==> src/rtl/ahb_refill_master_pkg.sv <==
// Shared bus encodings and FSM state type for the I-cache refill master.
package ahb_refill_master_pkg;

   typedef enum logic [1:0] {
      TRANS_IDLE   = 2'b00,
      TRANS_BUSY   = 2'b01,
      TRANS_NONSEQ = 2'b10,
      TRANS_SEQ    = 2'b11
   } trans_types_e;

   localparam logic [2:0] HBURST_SINGLE = 3'b000;
   localparam logic [2:0] HBURST_WRAP4  = 3'b010;
   localparam logic [2:0] HSIZE_WORD    = 3'b010;
   localparam logic       HRESP_OKAY    = 1'b0;
   localparam logic       HRESP_ERROR   = 1'b1;

   typedef enum logic [2:0] {
      StIdle,
      StAddr,
      StBurst,
      StDrain,
      StDone
   } refill_state_e;

   // 2-bit add gives the WRAP4 word index for free
   function automatic logic [1:0] wrap_slot(input logic [1:0] w0, input logic [1:0] cnt);
      return w0 + cnt;
   endfunction

endpackage

==> src/rtl/ahb_refill_master_wrap_addr_gen.sv <==
// WRAP4 index generator: next beat address for the address phase and the
// line slot for the beat currently in its data phase.
module ahb_refill_master_wrap_addr_gen
   import ahb_refill_master_pkg::*;
#(
   parameter int unsigned ADDR_W = 32
) (
   input  logic [ADDR_W-5:0] base_i,
   input  logic [1:0]        w0_i,
   input  logic [1:0]        acnt_i,
   input  logic [1:0]        dcnt_i,
   output logic [ADDR_W-1:0] haddr_o,
   output logic [1:0]        slot_o
);

   assign haddr_o = {base_i, wrap_slot(w0_i, acnt_i), 2'b00};
   assign slot_o  = wrap_slot(w0_i, dcnt_i);

endmodule

==> src/rtl/ahb_refill_master.sv <==
// AHB-Lite read master issuing one WRAP4 burst per I-cache miss, returning the
// critical word early and the whole address-ordered line at the end.
module ahb_refill_master
   import ahb_refill_master_pkg::*;
#(
   parameter int unsigned ADDR_W = 32,
   parameter int unsigned DATA_W = 32,
   parameter int unsigned BEATS  = 4
) (
   input  logic                    clk,
   input  logic                    rst,
   input  logic                    req_valid,
   input  logic [ADDR_W-1:0]       req_addr,
   output logic                    req_ready,
   output logic [ADDR_W-1:0]       haddr,
   output logic [1:0]              htrans,
   output logic                    hwrite,
   output logic [2:0]              hsize,
   output logic [2:0]              hburst,
   input  logic [DATA_W-1:0]       hrdata,
   input  logic                    hready,
   input  logic                    hresp,
   output logic                    crit_valid,
   output logic [DATA_W-1:0]       crit_data,
   output logic                    line_valid,
   output logic [ADDR_W-1:0]       line_addr,
   output logic [BEATS*DATA_W-1:0] line_data,
   output logic                    line_err
);

   refill_state_e             state_q, state_d;
   logic [ADDR_W-5:0]         base_q, base_d;
   logic [1:0]                w0_q, w0_d;
   logic [1:0]                acnt_q, acnt_d;
   logic [1:0]                dcnt_q, dcnt_d;
   logic                      err_q, err_d;
   logic                      req_ready_q, req_ready_d;
   trans_types_e              htrans_q, htrans_d;
   logic [ADDR_W-1:0]         haddr_q, haddr_d;
   logic [2:0]                hburst_q, hburst_d;
   logic                      crit_valid_q, crit_valid_d;
   logic [DATA_W-1:0]         crit_data_q, crit_data_d;
   logic                      line_valid_q, line_valid_d;
   logic [ADDR_W-1:0]         line_addr_q, line_addr_d;
   logic [BEATS*DATA_W-1:0]   line_data_q, line_data_d;
   logic                      line_err_q, line_err_d;

   logic [1:0]        acnt_inc;
   logic [ADDR_W-1:0] next_haddr;
   logic [1:0]        cap_slot;
   logic              err_cycle;
   logic              unused_req_lsbs;

   assign acnt_inc        = acnt_q + 2'd1;
   assign unused_req_lsbs = ^req_addr[1:0];

   ahb_refill_master_wrap_addr_gen #(
      .ADDR_W (ADDR_W)
   ) u_wrap_addr_gen (
      .base_i  (base_q),
      .w0_i    (w0_q),
      .acnt_i  (acnt_inc),
      .dcnt_i  (dcnt_q),
      .haddr_o (next_haddr),
      .slot_o  (cap_slot)
   );

   // First ERROR cycle: a data phase is open and the slave stalls with ERROR
   assign err_cycle = (state_q == StBurst || state_q == StDrain) && !err_q &&
                      (hresp == HRESP_ERROR) && !hready;

   always_comb begin
      state_d      = state_q;
      base_d       = base_q;
      w0_d         = w0_q;
      acnt_d       = acnt_q;
      dcnt_d       = dcnt_q;
      err_d        = err_q;
      req_ready_d  = req_ready_q;
      htrans_d     = htrans_q;
      haddr_d      = haddr_q;
      hburst_d     = hburst_q;
      crit_valid_d = 1'b0;
      crit_data_d  = crit_data_q;
      line_valid_d = 1'b0;
      line_addr_d  = line_addr_q;
      line_data_d  = line_data_q;
      line_err_d   = 1'b0;

      unique case (state_q)
         StIdle: begin
            if (req_valid) begin
               state_d     = StAddr;
               base_d      = req_addr[ADDR_W-1:4];
               w0_d        = req_addr[3:2];
               acnt_d      = 2'd0;
               dcnt_d      = 2'd0;
               err_d       = 1'b0;
               req_ready_d = 1'b0;
               htrans_d    = TRANS_NONSEQ;
               haddr_d     = {req_addr[ADDR_W-1:2], 2'b00};
               hburst_d    = HBURST_WRAP4;
               line_addr_d = {req_addr[ADDR_W-1:4], 4'b0000};
            end
         end
         StAddr: begin
            if (hready) begin
               state_d  = StBurst;
               acnt_d   = acnt_inc;
               htrans_d = TRANS_SEQ;
               haddr_d  = next_haddr;
            end
         end
         StBurst: begin
            if (err_cycle) begin
               state_d  = StDrain;
               err_d    = 1'b1;
               htrans_d = TRANS_IDLE;
               hburst_d = HBURST_SINGLE;
            end else if (hready) begin
               line_data_d[32'(cap_slot) * DATA_W +: DATA_W] = hrdata;
               if (dcnt_q == 2'd0) begin
                  crit_valid_d = 1'b1;
                  crit_data_d  = hrdata;
               end
               dcnt_d = dcnt_q + 2'd1;
               if (acnt_q == 2'd3) begin
                  state_d  = StDrain;
                  htrans_d = TRANS_IDLE;
                  hburst_d = HBURST_SINGLE;
               end else begin
                  acnt_d  = acnt_inc;
                  haddr_d = next_haddr;
               end
            end
         end
         StDrain: begin
            if (err_cycle) begin
               err_d = 1'b1;
            end else if (hready) begin
               if (!err_q) begin
                  line_data_d[32'(cap_slot) * DATA_W +: DATA_W] = hrdata;
               end
               state_d      = StDone;
               line_valid_d = 1'b1;
               line_err_d   = err_q;
            end
         end
         StDone: begin
            state_d     = StIdle;
            req_ready_d = 1'b1;
         end
         default: begin
            state_d     = StIdle;
            req_ready_d = 1'b1;
            htrans_d    = TRANS_IDLE;
            hburst_d    = HBURST_SINGLE;
         end
      endcase
   end

   always_ff @(posedge clk or posedge rst) begin
      if (rst) begin
         state_q      <= StIdle;
         base_q       <= '0;
         w0_q         <= 2'd0;
         acnt_q       <= 2'd0;
         dcnt_q       <= 2'd0;
         err_q        <= 1'b0;
         req_ready_q  <= 1'b1;
         htrans_q     <= TRANS_IDLE;
         haddr_q      <= '0;
         hburst_q     <= HBURST_SINGLE;
         crit_valid_q <= 1'b0;
         crit_data_q  <= '0;
         line_valid_q <= 1'b0;
         line_addr_q  <= '0;
         line_data_q  <= '0;
         line_err_q   <= 1'b0;
      end else begin
         state_q      <= state_d;
         base_q       <= base_d;
         w0_q         <= w0_d;
         acnt_q       <= acnt_d;
         dcnt_q       <= dcnt_d;
         err_q        <= err_d;
         req_ready_q  <= req_ready_d;
         htrans_q     <= htrans_d;
         haddr_q      <= haddr_d;
         hburst_q     <= hburst_d;
         crit_valid_q <= crit_valid_d;
         crit_data_q  <= crit_data_d;
         line_valid_q <= line_valid_d;
         line_addr_q  <= line_addr_d;
         line_data_q  <= line_data_d;
         line_err_q   <= line_err_d;
      end
   end

   assign req_ready  = req_ready_q;
   assign haddr      = haddr_q;
   assign htrans     = err_cycle ? TRANS_IDLE : htrans_q;
   assign hwrite     = 1'b0;
   assign hsize      = HSIZE_WORD;
   assign hburst     = hburst_q;
   assign crit_valid = crit_valid_q;
   assign crit_data  = crit_data_q;
   assign line_valid = line_valid_q;
   assign line_addr  = line_addr_q;
   assign line_data  = line_data_q;
   assign line_err   = line_err_q;

endmodule

==> config.mk <==
export PLATFORM = sky130hd
export DESIGN_NAME = ahb_refill_master
export DESIGN_NICKNAME = d
export VERILOG_FILES = /design/src/rtl/ahb_refill_master_pkg.sv /design/src/rtl/ahb_refill_master_wrap_addr_gen.sv /design/src/rtl/ahb_refill_master.sv
export SDC_FILE = /design/constraint.sdc
export NUM_CORES = 1
export LEC_CHECK = 0
export ABC_AREA = 1
export CORE_MARGIN = 2
export CORE_UTILIZATION = 53
export CTS_BUF_LIST = sky130_fd_sc_hd__clkbuf_8
export DETAILED_ROUTE_END_ITERATION = 16
export PLACE_DENSITY = 0.88
export SYNTH_ARGS = -nofsm -noshare
export SYNTH_HDL_FRONTEND = slang
export SYNTH_SLANG_ARGS = --single-unit
==> constraint.sdc <==
create_clock -name clk -period 13.77 [get_ports clk]
set_input_delay 2.754 -clock clk [delete_from_list [all_inputs] [get_ports clk]]
set_output_delay 2.754 -clock clk [all_outputs]
set_load 0.01 [all_outputs]
==> flow_metrics.py <==
metrics = {
    "status": {
        "status": "complete, no violations",
    },
    "floorplanning": {
        "core.rowCount": 51,
        "die_area_mm2": 0.0212,
        "fp.dieH_um": 146,
        "core_mm2": 0.0195,
        "die_x_um": 146,
        "initial_core_util_pct": 54.4,
        "io_pins": 306,
    },
    "synth": {
        "netlist_area_mm2": 0.0106,
        "synth_common_cells": "535 x nand2_1, 234 x dfrtp_1, 103 x nand4_1",
        "synth-seq-cells": 235,
        "yosysMostFrequentCell": "nand2_1",
        "synthArstFlopShare_pct": 100,
        "synth_edf_count": 0,
        "synth_flop_cell": "dfrtp_1",
        "synth_cell_types": 26,
        "ys_seq_area_share_pct": 55.4,
        "yosysTopAreaCellShare_pct": 55.2,
        "synth_area_per_cell_um2": 8.32,
        "synth_area_leader_cell": "dfrtp_1",
        "syn_inst": 1276,
        "yosysWarningCount": 0,
        "yosys-top-cells-area": "dfrtp_1 55%, nand2_1 19%, nand4_1 6.1%",
    },
    "global_routing": {
        "antenna_found_initial": 0,
        "overflow": 0,
        "grt_max_degree": 114,
        "grt_usage_pct": 31.2,
        "grt_pass1_vias": 9935,
        "grt_pass1_wl_mm": 53.0,
    },
    "cts": {
        "cts_htree_levels": 2,
        "clk_latency_ns": 0.54,
        "numCtsBuffers": 39,
        "cts_root_buffer": "clkbuf_8",
        "cts_resized": 0,
        "postCtsSetupRepairBufs": 0,
        "cts.sinks": 235,
        "hold_buffers": 0,
        "clk_pin_slew_ns": 0.05,
        "cts_buffer_depth": 3,
        "cts_tree": "yes",
    },
    "routing": {
        "via_per_inst": 5.58,
        "drt_pre_antenna_iters": 6,
        "final_antenna_net_count": 0,
        "drt_iter0_drc": 923,
        "wl_per_cell_um": 18.3,
        "routed_wirelength_mm": 33.5,
        "via_count": 10200,
        "drc": 0,
    },
    "timing": {
        "tightest_slew_ns": 1.27,
        "drv_slew": 0,
        "grt_setup_unrepaired": "false",
        "post-route-period-util_pct": 50.8,
        "fin_crit_ns": 7.00,
        "fin_hold_ws_ns": 0.468,
        "hold_viol": 0,
        "clock_skew_ns": 0.0243,
        "fmax_mhz": 143,
        "fin_tns_setup_ns": 0,
        "setup_viol": 0,
        "setup_slack_ns": 6.77,
        "slew_headroom_pct": 15.4,
    },
    "final_layout": {
        "n_fill_cell": 1436,
        "syn_to_final_growth_pct": 34.2,
        "n_antenna_cell": 0,
        "layout-drive-gt1-share_pct": 5.77,
        "fin_util_pct": 73.0,
        "fin_nets": 1609,
    },
    "setup_path": {
        "rr_startpoint": "dcnt_q[0]$_DFFE_PP0P_",
        "path_class": "input pin to output pin",
        "end_kind": "output pin",
        "cp_max_fo": 9,
        "regToRegSetupSlack_ns": 10.36,
        "cp-start-kind": "input pin",
        "rr_worst_depth": 10,
        "required_ns": 11.02,
        "crit_arrival_ns": 4.24,
        "cp-startpoint": "hready",
    },
    "job": {
        "drv_cap": 0,
    },
    "min_path": {
        "hp-start": "line_data[72]$_DFFE_PP0P_",
        "holdPathStages": 2,
        "hold_class": "register to register",
    },
    "power": {
        "p_per_area_mw_per_mm2": 253,
        "finalPower_uw": 3610,
        "ir_drop_v": 0.000196,
        "leakagePower_uw": 0.00721,
    },
    "place": {
        "routabilityCongestion": 0.889,
        "place_ws_ns": 6.78,
        "portBuffers": 291,
        "place_hpwl_mm": 21.4,
    },
}
area by class of cell:
cell class                 count  area (um2)  area share (%)
clock buffer                  50         688            4.83
inverter                      56         218            1.53
multi-input combinational    889        3960            27.8
timing repair buffer         310        3060            21.4
tap                          265         332            2.33
sequential                   235        5880            41.3
clock inverter                20         113           0.791
cells by family (layout without fill, tap and decap cells):
logic type / after synthesis / count (layout) / synth area share (%)
AND/OR/NAND/NOR: 767 / 767 / 30.7
other: 2 / 12 / 0.0708
XOR/XNOR: 3 / 3 / 0.248
adder cells (fa/ha/maj): 9 / 9 / 1.06
flip-flops: 235 / 235 / 55.4
AO/OA/AOI/OAI: 98 / 98 / 4.77
buffers and inverters: 162 / 436 / 7.76
per-layer routing:
layer,GRT usage [%],up-vias,wire (um)
met5,0,-,0
met4,12.5,0,1290
met3,10.3,97,3870
met2,50.5,629,15800
met1,39.1,4855,12500
li1,-,4610,-
sequential cells by signal, indices dropped and copies added (netlist names), 2 cells and up:
name	flops
htrans_q	2
dcnt_q	2
haddr	30
crit_data	32
line_data	128
state_q	3
w0_q	2
base_q	28
acnt_q	2
worst paths after layout:
check	end
worst min-delay path	line_data[72]$_DFFE_PP0P_
worst max-delay path	htrans[1]
worst min register to register	line_data[72]$_DFFE_PP0P_
max in group asynchronous	line_data[15]$_DFFE_PP0P_
min in group asynchronous	crit_data[20]$_DFFE_PP0P_
worst max register to register	line_data[15]$_DFFE_PP0P_
cell usage in the layout (no fill, tap or decap), drive strengths merged, types with 2 or more instances in the layout:
cell type	count
nor2	46
nand4	103
nor3	34
a21oi	2
nand3	46
buf	19
ha	9
conb	12
xor2	2
clkdlybuf4s50	291
clkbuf	50
o21ai	94
dfrtp	234
clkinv	2
nand2	538
inv	72
critical path, cell delays in order:
cell	delay, ns
clkdlybuf4s50_1	0.55
inv_2	0.13
nand3_1	0.11
inv_1	0.06
nor2_1	0.09
clkdlybuf4s50_1	0.54
metrics by stage:
step | instance area (um2) | cells
5_1_grt | 14200 | 1825
3_3_place_gp | 13400 | 1755
4_1_cts | 14200 | 1825
2_1_floorplan | 10700 | 1286
3_5_place_dp | 13400 | 1755
6_report | 14200 | 1825
where the power goes:
part	internal (uW)	leakage [uW]	switching, uW
combinational	698	0.00364	1160
clock	345	0.000466	278
sequential	954	0.00310	169
total	2000	0.00721	1610
No activity file was read; power rests on OpenSTA's default activity.
